[config.mk]
export PLATFORM = sky130hd
export DESIGN_NAME = fpu_issue_sched
export DESIGN_NICKNAME = d
export VERILOG_FILES = /design/src/rtl/pa_rvfpm_pkg.sv /design/src/rtl/fpu_issue_sched.sv
export SDC_FILE = /design/constraint.sdc
export NUM_CORES = 1
export LEC_CHECK = 0
export ABC_AREA = 1
export CAP_MARGIN = 30
export CORE_MARGIN = 4
export CORE_UTILIZATION = 55
export CTS_CLUSTER_SIZE = 16
export DETAILED_ROUTE_END_ITERATION = 8
export PLACE_DENSITY = 0.79
export SLEW_MARGIN = 20
export SYNTH_ARGS = -nofsm -noshare
export SYNTH_HDL_FRONTEND = slang
export SYNTH_SLANG_ARGS = --single-unit
[constraint.sdc]
create_clock -name ck -period 21.4 [get_ports ck]
set_input_delay 4.28 -clock ck [delete_from_list [all_inputs] [get_ports ck]]
set_output_delay 4.28 -clock ck [all_outputs]
set_load 0.03 [all_outputs]
[src/rtl/pa_rvfpm_pkg.sv]
// Shared types and default sizes for the RISC-V FPU model's XIF front end.
// Holds the issue-queue entry state encoding, the entry payload struct and
// the default queue depth used by fpu_issue_sched.
package pa_rvfpm;

    localparam int unsigned X_ID_WIDTH  = 4;
    localparam int unsigned XLEN        = 32;
    localparam int unsigned QUEUE_DEPTH = 4;

    // Lifecycle of one in-flight offloaded instruction.
    typedef enum logic [1:0] {
        ENTRY_EMPTY       = 2'd0,
        ENTRY_WAIT_COMMIT = 2'd1,
        ENTRY_COMMITTED   = 2'd2
    } entry_state_e;

    // Payload captured at issue; kill is set by the commit interface.
    typedef struct packed {
        logic [31:0]                instr;
        logic [X_ID_WIDTH-1:0]      id;
        logic [2:0][XLEN-1:0]       rs;
        logic                       kill;
    } entry_t;

endpackage

[src/rtl/fpu_issue_sched.sv]
// In-order issue scheduler between the XIF issue/commit interfaces and the
// FPU model. Accepted issues are queued, wait for their commit (or kill),
// and leave strictly in order from the head.
// Ports:
//   ck, rst                 clock, synchronous active-high reset
//   fpu_ready               FPU can take new work (gates issue_ready)
//   issue_valid/ready/accept, issue_instr/id/rs   XIF issue handshake + payload
//   commit_valid/id/kill    XIF commit or kill of an in-flight ID
//   disp_valid/ready, disp_instr/id/rs            head entry handed to the FPU
//   occupancy               number of valid queue entries
module fpu_issue_sched #(
    parameter int unsigned X_ID_WIDTH  = pa_rvfpm::X_ID_WIDTH,
    parameter int unsigned XLEN        = pa_rvfpm::XLEN,
    parameter int unsigned QUEUE_DEPTH = pa_rvfpm::QUEUE_DEPTH
) (
    input  logic                          ck,
    input  logic                          rst,
    input  logic                          fpu_ready,
    input  logic                          issue_valid,
    output logic                          issue_ready,
    input  logic                          issue_accept,
    input  logic [31:0]                   issue_instr,
    input  logic [X_ID_WIDTH-1:0]         issue_id,
    input  logic [2:0][XLEN-1:0]          issue_rs,
    input  logic                          commit_valid,
    input  logic [X_ID_WIDTH-1:0]         commit_id,
    input  logic                          commit_kill,
    output logic                          disp_valid,
    input  logic                          disp_ready,
    output logic [31:0]                   disp_instr,
    output logic [X_ID_WIDTH-1:0]         disp_id,
    output logic [2:0][XLEN-1:0]          disp_rs,
    output logic [$clog2(QUEUE_DEPTH):0]  occupancy
);
    import pa_rvfpm::*;

    localparam int unsigned PTR_W = $clog2(QUEUE_DEPTH);
    localparam int unsigned CNT_W = PTR_W + 1;

    entry_state_e       state_q [QUEUE_DEPTH];
    entry_t             entry_q [QUEUE_DEPTH];
    logic [PTR_W-1:0]   head_q;
    logic [PTR_W-1:0]   tail_q;
    logic [CNT_W-1:0]   cnt_q;

    logic               head_committed;
    logic               head_kill;
    logic               push;
    logic               pop;
    logic               push_commit;

    // Ready/valid decode from registered state only; no same-cycle pop bypass.
    assign head_committed = (state_q[head_q] == ENTRY_COMMITTED);
    assign head_kill      = entry_q[head_q].kill;
    assign issue_ready    = ~rst & fpu_ready & (cnt_q < CNT_W'(QUEUE_DEPTH));
    assign disp_valid     = ~rst & head_committed & ~head_kill;
    assign push           = issue_valid & issue_ready & issue_accept;
    // A killed head drains by itself without waiting for the consumer.
    assign pop            = ~rst & head_committed & (head_kill | disp_ready);
    assign push_commit    = commit_valid & (issue_id == commit_id);

    assign disp_instr = rst ? '0 : entry_q[head_q].instr;
    assign disp_id    = rst ? '0 : entry_q[head_q].id;
    assign disp_rs    = rst ? '0 : entry_q[head_q].rs;
    assign occupancy  = cnt_q;

    // Queue storage, commit matching and pointer/count bookkeeping.
    always_ff @(posedge ck) begin
        if (rst) begin
            head_q <= '0;
            tail_q <= '0;
            cnt_q  <= '0;
            for (int unsigned i = 0; i < QUEUE_DEPTH; i++) begin
                state_q[PTR_W'(i)]      <= ENTRY_EMPTY;
                entry_q[PTR_W'(i)].kill <= 1'b0;
            end
        end else begin
            // Only WAIT_COMMIT entries respond, so head (COMMITTED when
            // popping) and tail (EMPTY when pushing) are never touched here.
            if (commit_valid) begin
                for (int unsigned i = 0; i < QUEUE_DEPTH; i++) begin
                    if (state_q[PTR_W'(i)] == ENTRY_WAIT_COMMIT &&
                        entry_q[PTR_W'(i)].id == commit_id) begin
                        state_q[PTR_W'(i)]      <= ENTRY_COMMITTED;
                        entry_q[PTR_W'(i)].kill <= commit_kill;
                    end
                end
            end

            if (push) begin
                entry_q[tail_q].instr <= issue_instr;
                entry_q[tail_q].id    <= issue_id;
                entry_q[tail_q].rs    <= issue_rs;
                // A commit for the ID being pushed this cycle lands on it.
                if (push_commit) begin
                    state_q[tail_q]      <= ENTRY_COMMITTED;
                    entry_q[tail_q].kill <= commit_kill;
                end else begin
                    state_q[tail_q]      <= ENTRY_WAIT_COMMIT;
                    entry_q[tail_q].kill <= 1'b0;
                end
                tail_q <= tail_q + PTR_W'(1);
            end

            if (pop) begin
                state_q[head_q] <= ENTRY_EMPTY;
                head_q          <= head_q + PTR_W'(1);
            end

            case ({push, pop})
                2'b10:   cnt_q <= cnt_q + CNT_W'(1);
                2'b01:   cnt_q <= cnt_q - CNT_W'(1);
                default: cnt_q <= cnt_q;
            endcase
        end
    end

endmodule

==> run_results.csv, run 1 <==
group,metric,value,unit
grt,grt_usage,23.18,%
grt,grt_pass1_wl,79400,µm
yosys,async_flop_share,0,%
yosys,synth_top_area_share,73.33,%
sta,period_share,50.73,%
yosys,synth-xor-area-share,0.4825,%
grt,grt_pass1_vias,14510,
grt,antenna_found_initial,4,
route,firstDrtPassIters,7,
setup_path,end_kind,"output pin",
sta,min_period,10.86,ns
floorplan,core_area,0.03892,mm²
yosys,synthAdderAreaFrac,0.5514,%
yosys,synth_seq_cells,549,
clock_tree,cts-resized-gates,0,
yosys,synth_top_family_by_area,"simple AND/OR/NAND/NOR gates",
setup_path,worst_ep_required_time,17.12,ns
final_layout,nNetsFinal,2180,
clock_tree,cts_sinks,549,
sta,worst_pin_slew,0.9892,ns
setup_path,cp_max_fo,88,
yosys,synthTopCellsByArea,"edfxtp_1 (73%), nor2_1 (9.5%), o21ai_0 (6.1%)",
yosys,ys_warn_count,0,
clock_tree,post_cts_buffers,0,
placement,dpl.hpwl,29170,µm
sta,clock_skew,0.01338,ns
yosys,syn-cell-area,0.02178,mm²
setup_path,cp-start-kind,"input pin",
yosys,synth_compound_area_share,9.793,%
yosys,synth-edff-count,532,
sta,finalSetupViolCount,0,
yosys,seq_area_frac_synth,74.90,%
sta,rsz0062_at_grt,"false",
route,drt_iter0_drc,1388,
final_layout,drive_gt1_share,5.087,%
sta,finalHoldViolations,0,
clock_tree,ctsLongestPathBuffers,3,
yosys,yosys.cell_count.top_type,"nor2_1",
route,wl,51410,µm
clock_tree,hold_buffers,0,
floorplan,pin_count,281,
power_and_ir_drop,pwr_density_cell,82.80,mW/mm²
status,status,"complete, no violations",
clock_tree,cts_tree,"built",
clock_tree,clkTransAtPathRegs,0.06,ns
grt,overflow,0,
run,maxCapViolCount,0,
floorplan,dieWidth,207.0,µm
floorplan,initial_core_util,55.98,%
route,drcViolationCount,0,
route,vias_per_cell,5.593,
final_layout,design_area,0.02668,mm²
yosys,synth_top_cell_by_area,"edfxtp_1",
sta,setup_tns,0,ns
sta,finalMaxSlewViolations,0,
placement,place_area,0.02498,mm²
power_and_ir_drop,ir_worst_vdd,0.00007889,V
hold_path,hold_class,"reg -> reg",
yosys,synthCells,1782,
route,vias,14450,
final_layout,syn_to_final_growth,22.47,%
yosys,synthSimpleGateAreaFrac,11.34,%
clock_tree,cts_root_buf,"clkbuf_16",
route,wl_per_cell,19.90,µm
sta,fmax,0.09211,GHz
sta,slew_headroom,34.06,%
floorplan,core.rowCount,72,
yosys,synth.lib_cells_used.distinct,33,
yosys,synth_mux_area_share,0,%
yosys,synthTopCellsByCount,"nor2_1 (552), edfxtp_1 (532), o21ai_0 (267)",
placement,gp_congestion,0.8414,
yosys,synth_area_per_cell,12.22,µm²
route,detail-route-antenna-nets,0,
clock_tree,cts_max_level,2,
placement,port_buffers,280,
yosys,syn-num-nets,1935,
setup_path,crit_type,"in -> out",
clock_tree,cts_buffers,53,
clock_tree,insertion_delay,0.59,ns
floorplan,fp.dieH,207.0,µm
setup_path,cp.arrival,6.58,ns
floorplan,die-area,0.04286,mm²
grt,grt_max_degree,144,
yosys,synth_top_flop_cell,"edfxtp_1",
power_and_ir_drop,p_leak,9.038,nW
==> placed cells by master (no fill, tap or decap), types with 5 or more instances in the layout <==
master             n
a21oi_1          148
buf_4             14
bufinv_16          5
clkbuf_1          11
clkbuf_16         55
clkdlybuf4s50_1  279
clkinv_1           9
clkinv_2          10
dfxtp_1           15
edfxtp_1         532
ha_1               8
inv_1             42
nand2_1           45
nand3_1           19
nand4_1            6
nor2_1           550
o21ai_0          267
xnor2_1            8
==> sequential cells by signal (all words and copies together), names as in the netlist, named ones only <==
signal     cells
entry_q      532
state_q        8
head_q         2
tail_q         2
occupancy      3
==> worst max-delay path, stage by stage <==
cell and delay, ns:
buf_4 0.53, buf_4 0.78, a21oi_1 0.15, clkdlybuf4s50_1 0.65
==> stage by stage <==
step                hold slack, ns  instances  util [%]  worst slack, ns  total power, mW
finish                      0.5213       2583     68.56            10.54            2.209
CTS                         0.5182       2581     68.48            10.56            2.221
global route                0.5501       2583     68.56            10.48            2.275
floorplan                   0.4769       1782         -            9.882            1.258
global placement            0.4988       2486     63.98            10.74            1.320
detailed placement          0.5092       2489     64.19            10.59            1.323
==> where the power goes <==
part	switching (mW)	internal (mW)	total (mW)
sequential	0.00237	1.19	1.19
combinational	0.0647	0.0490	0.114
clock	0.381	0.526	0.908
==> routing by layer <==
metal  up-vias  share of wire (%)  track usage (%)
met1      7002                 40            30.19
li1       6764                  -                -
met5         -              0.084                0
met2       581                 49            38.42
met3        94                8.3            6.399
met4         6                2.6            7.319
==> path summary, 6_finish.rpt <==
check / startpoint / endpoint / slack, ns / cells past startpoint
worst max-delay path: rst / disp_rs[53] / 10.54 / 4
worst min-delay path: state_q[0][1] / state_q[0][1] / 0.52 / 2
worst max register to register: occupancy[2] / entry_q[2][0] / 17.56 / 9
worst min register to register: state_q[0][1] / state_q[0][1] / 0.52 / 2
==> cell type report <==
cell class / instances / area [µm²]
well taps: 518 / 648.1
multi-input cells: 1081 / 4848
inverters: 45 / 181.4
clock inverters: 26 / 251.5
clock buffers: 66 / 1418
fillers: 2676 / 12240
flip-flops and latches: 549 / 16320
repair buffers: 297 / 3008
diodes: 1 / 2.502
==> cells by family after synthesis <==
family,count (synthesis)
fa+ha+maj,9
compound gates,424
buf+inv,152
flops,549
xor+xnor,12
simple gates,636
No activity file was read; power rests on OpenSTA's default activity.
==> run 2, diff against run 1 <==
==> constraint.sdc (replaced) <==
create_clock -name ck -period 10.4 [get_ports ck]
set_input_delay 2.08 -clock ck [delete_from_list [all_inputs] [get_ports ck]]
set_output_delay 2.08 -clock ck [all_outputs]
set_load 0.03 [all_outputs]
==> run 2 against run 1 <==
Against the previous run:
- hold slack better by 0.015 ns
- first-iteration DRC count shrank 8.5%
- sequential power up 110%
- die area unchanged
- wire length grew 0.54%
- sequential cell count stayed put
- cell area grew 0.17%
- register-to-register slack lost 11 ns
- utilization increased by 0.12 points
- clock-buffer cell count did not move
==> run_results.csv, run 2 (same netlist as run 1, synthesis figures left out) <==
group,metric,value,unit
status,status,"complete, no violations",
final_layout,fillers,2696,
final_layout,nNetsFinal,2182,
sta,min_period,6.429,ns
floorplan,core.rowCount,72,
sta,rsz0062_at_grt,"false",
final_layout,top_register,"entry_q",
route,detail-route-antenna-nets,0,
power_and_ir_drop,pwr_density_cell,169.4,mW/mm²
final_layout,layout_commonest_cell,"nor2_1",
setup_path,critPathBufInv,3,
floorplan,dieWidth,207.0,µm
floorplan,die-area,0.04286,mm²
hold_path,hp-start,"state_q[3][1]",
grt,grt_pass1_vias,14600,
route,vias,14570,
hold_path,hold_depth,2,
route,vias_per_cell,5.610,
sta,setup_tns,0,ns
final_layout,drive_gt1_share,5.448,%
sta,fmax,0.1555,GHz
floorplan,fp.dieH,207.0,µm
floorplan,initial_core_util,55.98,%
clock_tree,clkTransAtPathRegs,0.06,ns
setup_path,end_kind,"output pin",
setup_path,crit_slowest_cell,"buf_4",
floorplan,core_area,0.03892,mm²
route,drt_iter0_drc,1270,
sta,worst_pin_slew,1.009,ns
sta,slew_headroom,32.75,%
sta,finalSetupViolCount,0,
clock_tree,cts_sinks,549,
placement,dpl.hpwl,29350,µm
final_layout,utilization,68.68,%
final_layout,layout_common_cells,"nor2_1 (550), edfxtp_1 (532), clkdlybuf4s50_1 (279)",
placement,gp_congestion,0.8310,
setup_path,critPathMostFrequentCell,"buf_4",
setup_path,critPathTopFamily,"buffers and inverters",
hold_path,hold_end,"state_q[3][1]",
grt,grt_pass1_wl,79900,µm
setup_path,path_cells,"buf_4 > buf_4 > a21oi_1 > clkdlybuf4s50_1",
grt,overflow,0,
setup_path,worst_ep_required_time,8.32,ns
power_and_ir_drop,p_leak,9.048,nW
final_layout,syn_to_final_growth,22.69,%
clock_tree,cts_buffers,54,
setup_path,cp-start-kind,"input pin",
grt,antenna_found_initial,4,
clock_tree,hold_buffers,0,
grt,grt_usage,23.34,%
run,maxCapViolCount,0,
clock_tree,insertion_delay,0.59,ns
power_and_ir_drop,ir_worst_vdd,0.0001720,V
setup_path,cp.arrival,4.35,ns
clock_tree,ctsLongestPathBuffers,3,
floorplan,pin_count,281,
placement,port_buffers,280,
route,wl,51690,µm
clock_tree,cts_root_buf,"clkbuf_16",
sta,finalHoldViolations,0,
route,drcViolationCount,0,
setup_path,rr_endpoint,"occupancy[2]",
setup_path,cp_max_fo,88,
route,firstDrtPassIters,5,
setup_path,crit_type,"in -> out",
sta,finalMaxSlewViolations,0,
grt,grt_max_degree,146,
clock_tree,cts-resized-gates,0,
final_layout,largest_reg_flops,532,
setup_path,reg2reg_setup_slack,6.98,ns
final_layout,multi_input_area,0.004848,mm²
clock_tree,cts_max_level,2,
setup_path,slowest_delay,0.78,ns
hold_path,hold_class,"reg -> reg",
final_layout,regArea,0.01632,mm²
clock_tree,cts_tree,"built",
route,wl_per_cell,19.90,µm
sta,clock_skew,0.01675,ns
sta,period_share,61.82,%
setup_path,worstRegToRegCells,11,
clock_tree,post_cts_buffers,0,
-- run 2: metrics by stage --
stage          cells  hold slack [ns]  setup WS (ns)  instance area (µm²)  power, mW
6_report        2597           0.5362          3.971                26730      4.529
4_1_cts         2588           0.5330          3.358                26620      4.562
3_5_place_dp    2487           0.5248          4.008                24930      2.724
5_1_grt         2595           0.5629          3.771                26720      4.675
3_3_place_gp    2486           0.4928          4.080                24900      2.716
2_1_floorplan   1782           0.4769          1.082                21780      2.589
-- run 2: final cells by class --
cell class,count,area share (%)
antenna,5,0.04681
timing repair buffer,298,11.32
inverter,45,0.6788
clock buffer,66,5.224
tap,518,2.425
multi-input combinational,1081,18.14
sequential,549,61.07
clock inverter,35,1.095
-- run 2: worst max path at each step --
stage          from  depth (start not counted)             to
6_report        rst                          4    disp_rs[18]
5_1_grt        flop                          8  disp_instr[5]
4_1_cts        flop                          7  disp_instr[5]
3_5_place_dp   flop                          7  disp_instr[5]
3_3_place_gp   flop                          7  disp_instr[5]
2_1_floorplan   rst                          8  entry_q[1][0]
-- run 2: worst min-delay path, stage by stage (launching register included) --
cell and delay (ns):
dfxtp_1 0.33, nand3_1 0.08, a21oi_1 0.07
-- run 2: layer usage --
layer	GRT usage, %	part of all wire [%]	vias to the layer above	wire length, µm
met5	0	0.014	-	7
met4	7.250	2.6	2	1337
met3	5.295	7.8	90	4046
met2	38.93	50	612	25700
met1	31.01	40	7078	20590
li1	-	-	6786	-
-- run 2: power by group --
part           total [mW]  internal [mW]  switching (mW)  leakage, nW
Combinational       0.235          0.101           0.134         3.29
Sequential           2.44           2.44         0.00499         4.94
Clock                1.85           1.06           0.793        0.827
Total                4.53           3.60           0.932         9.05
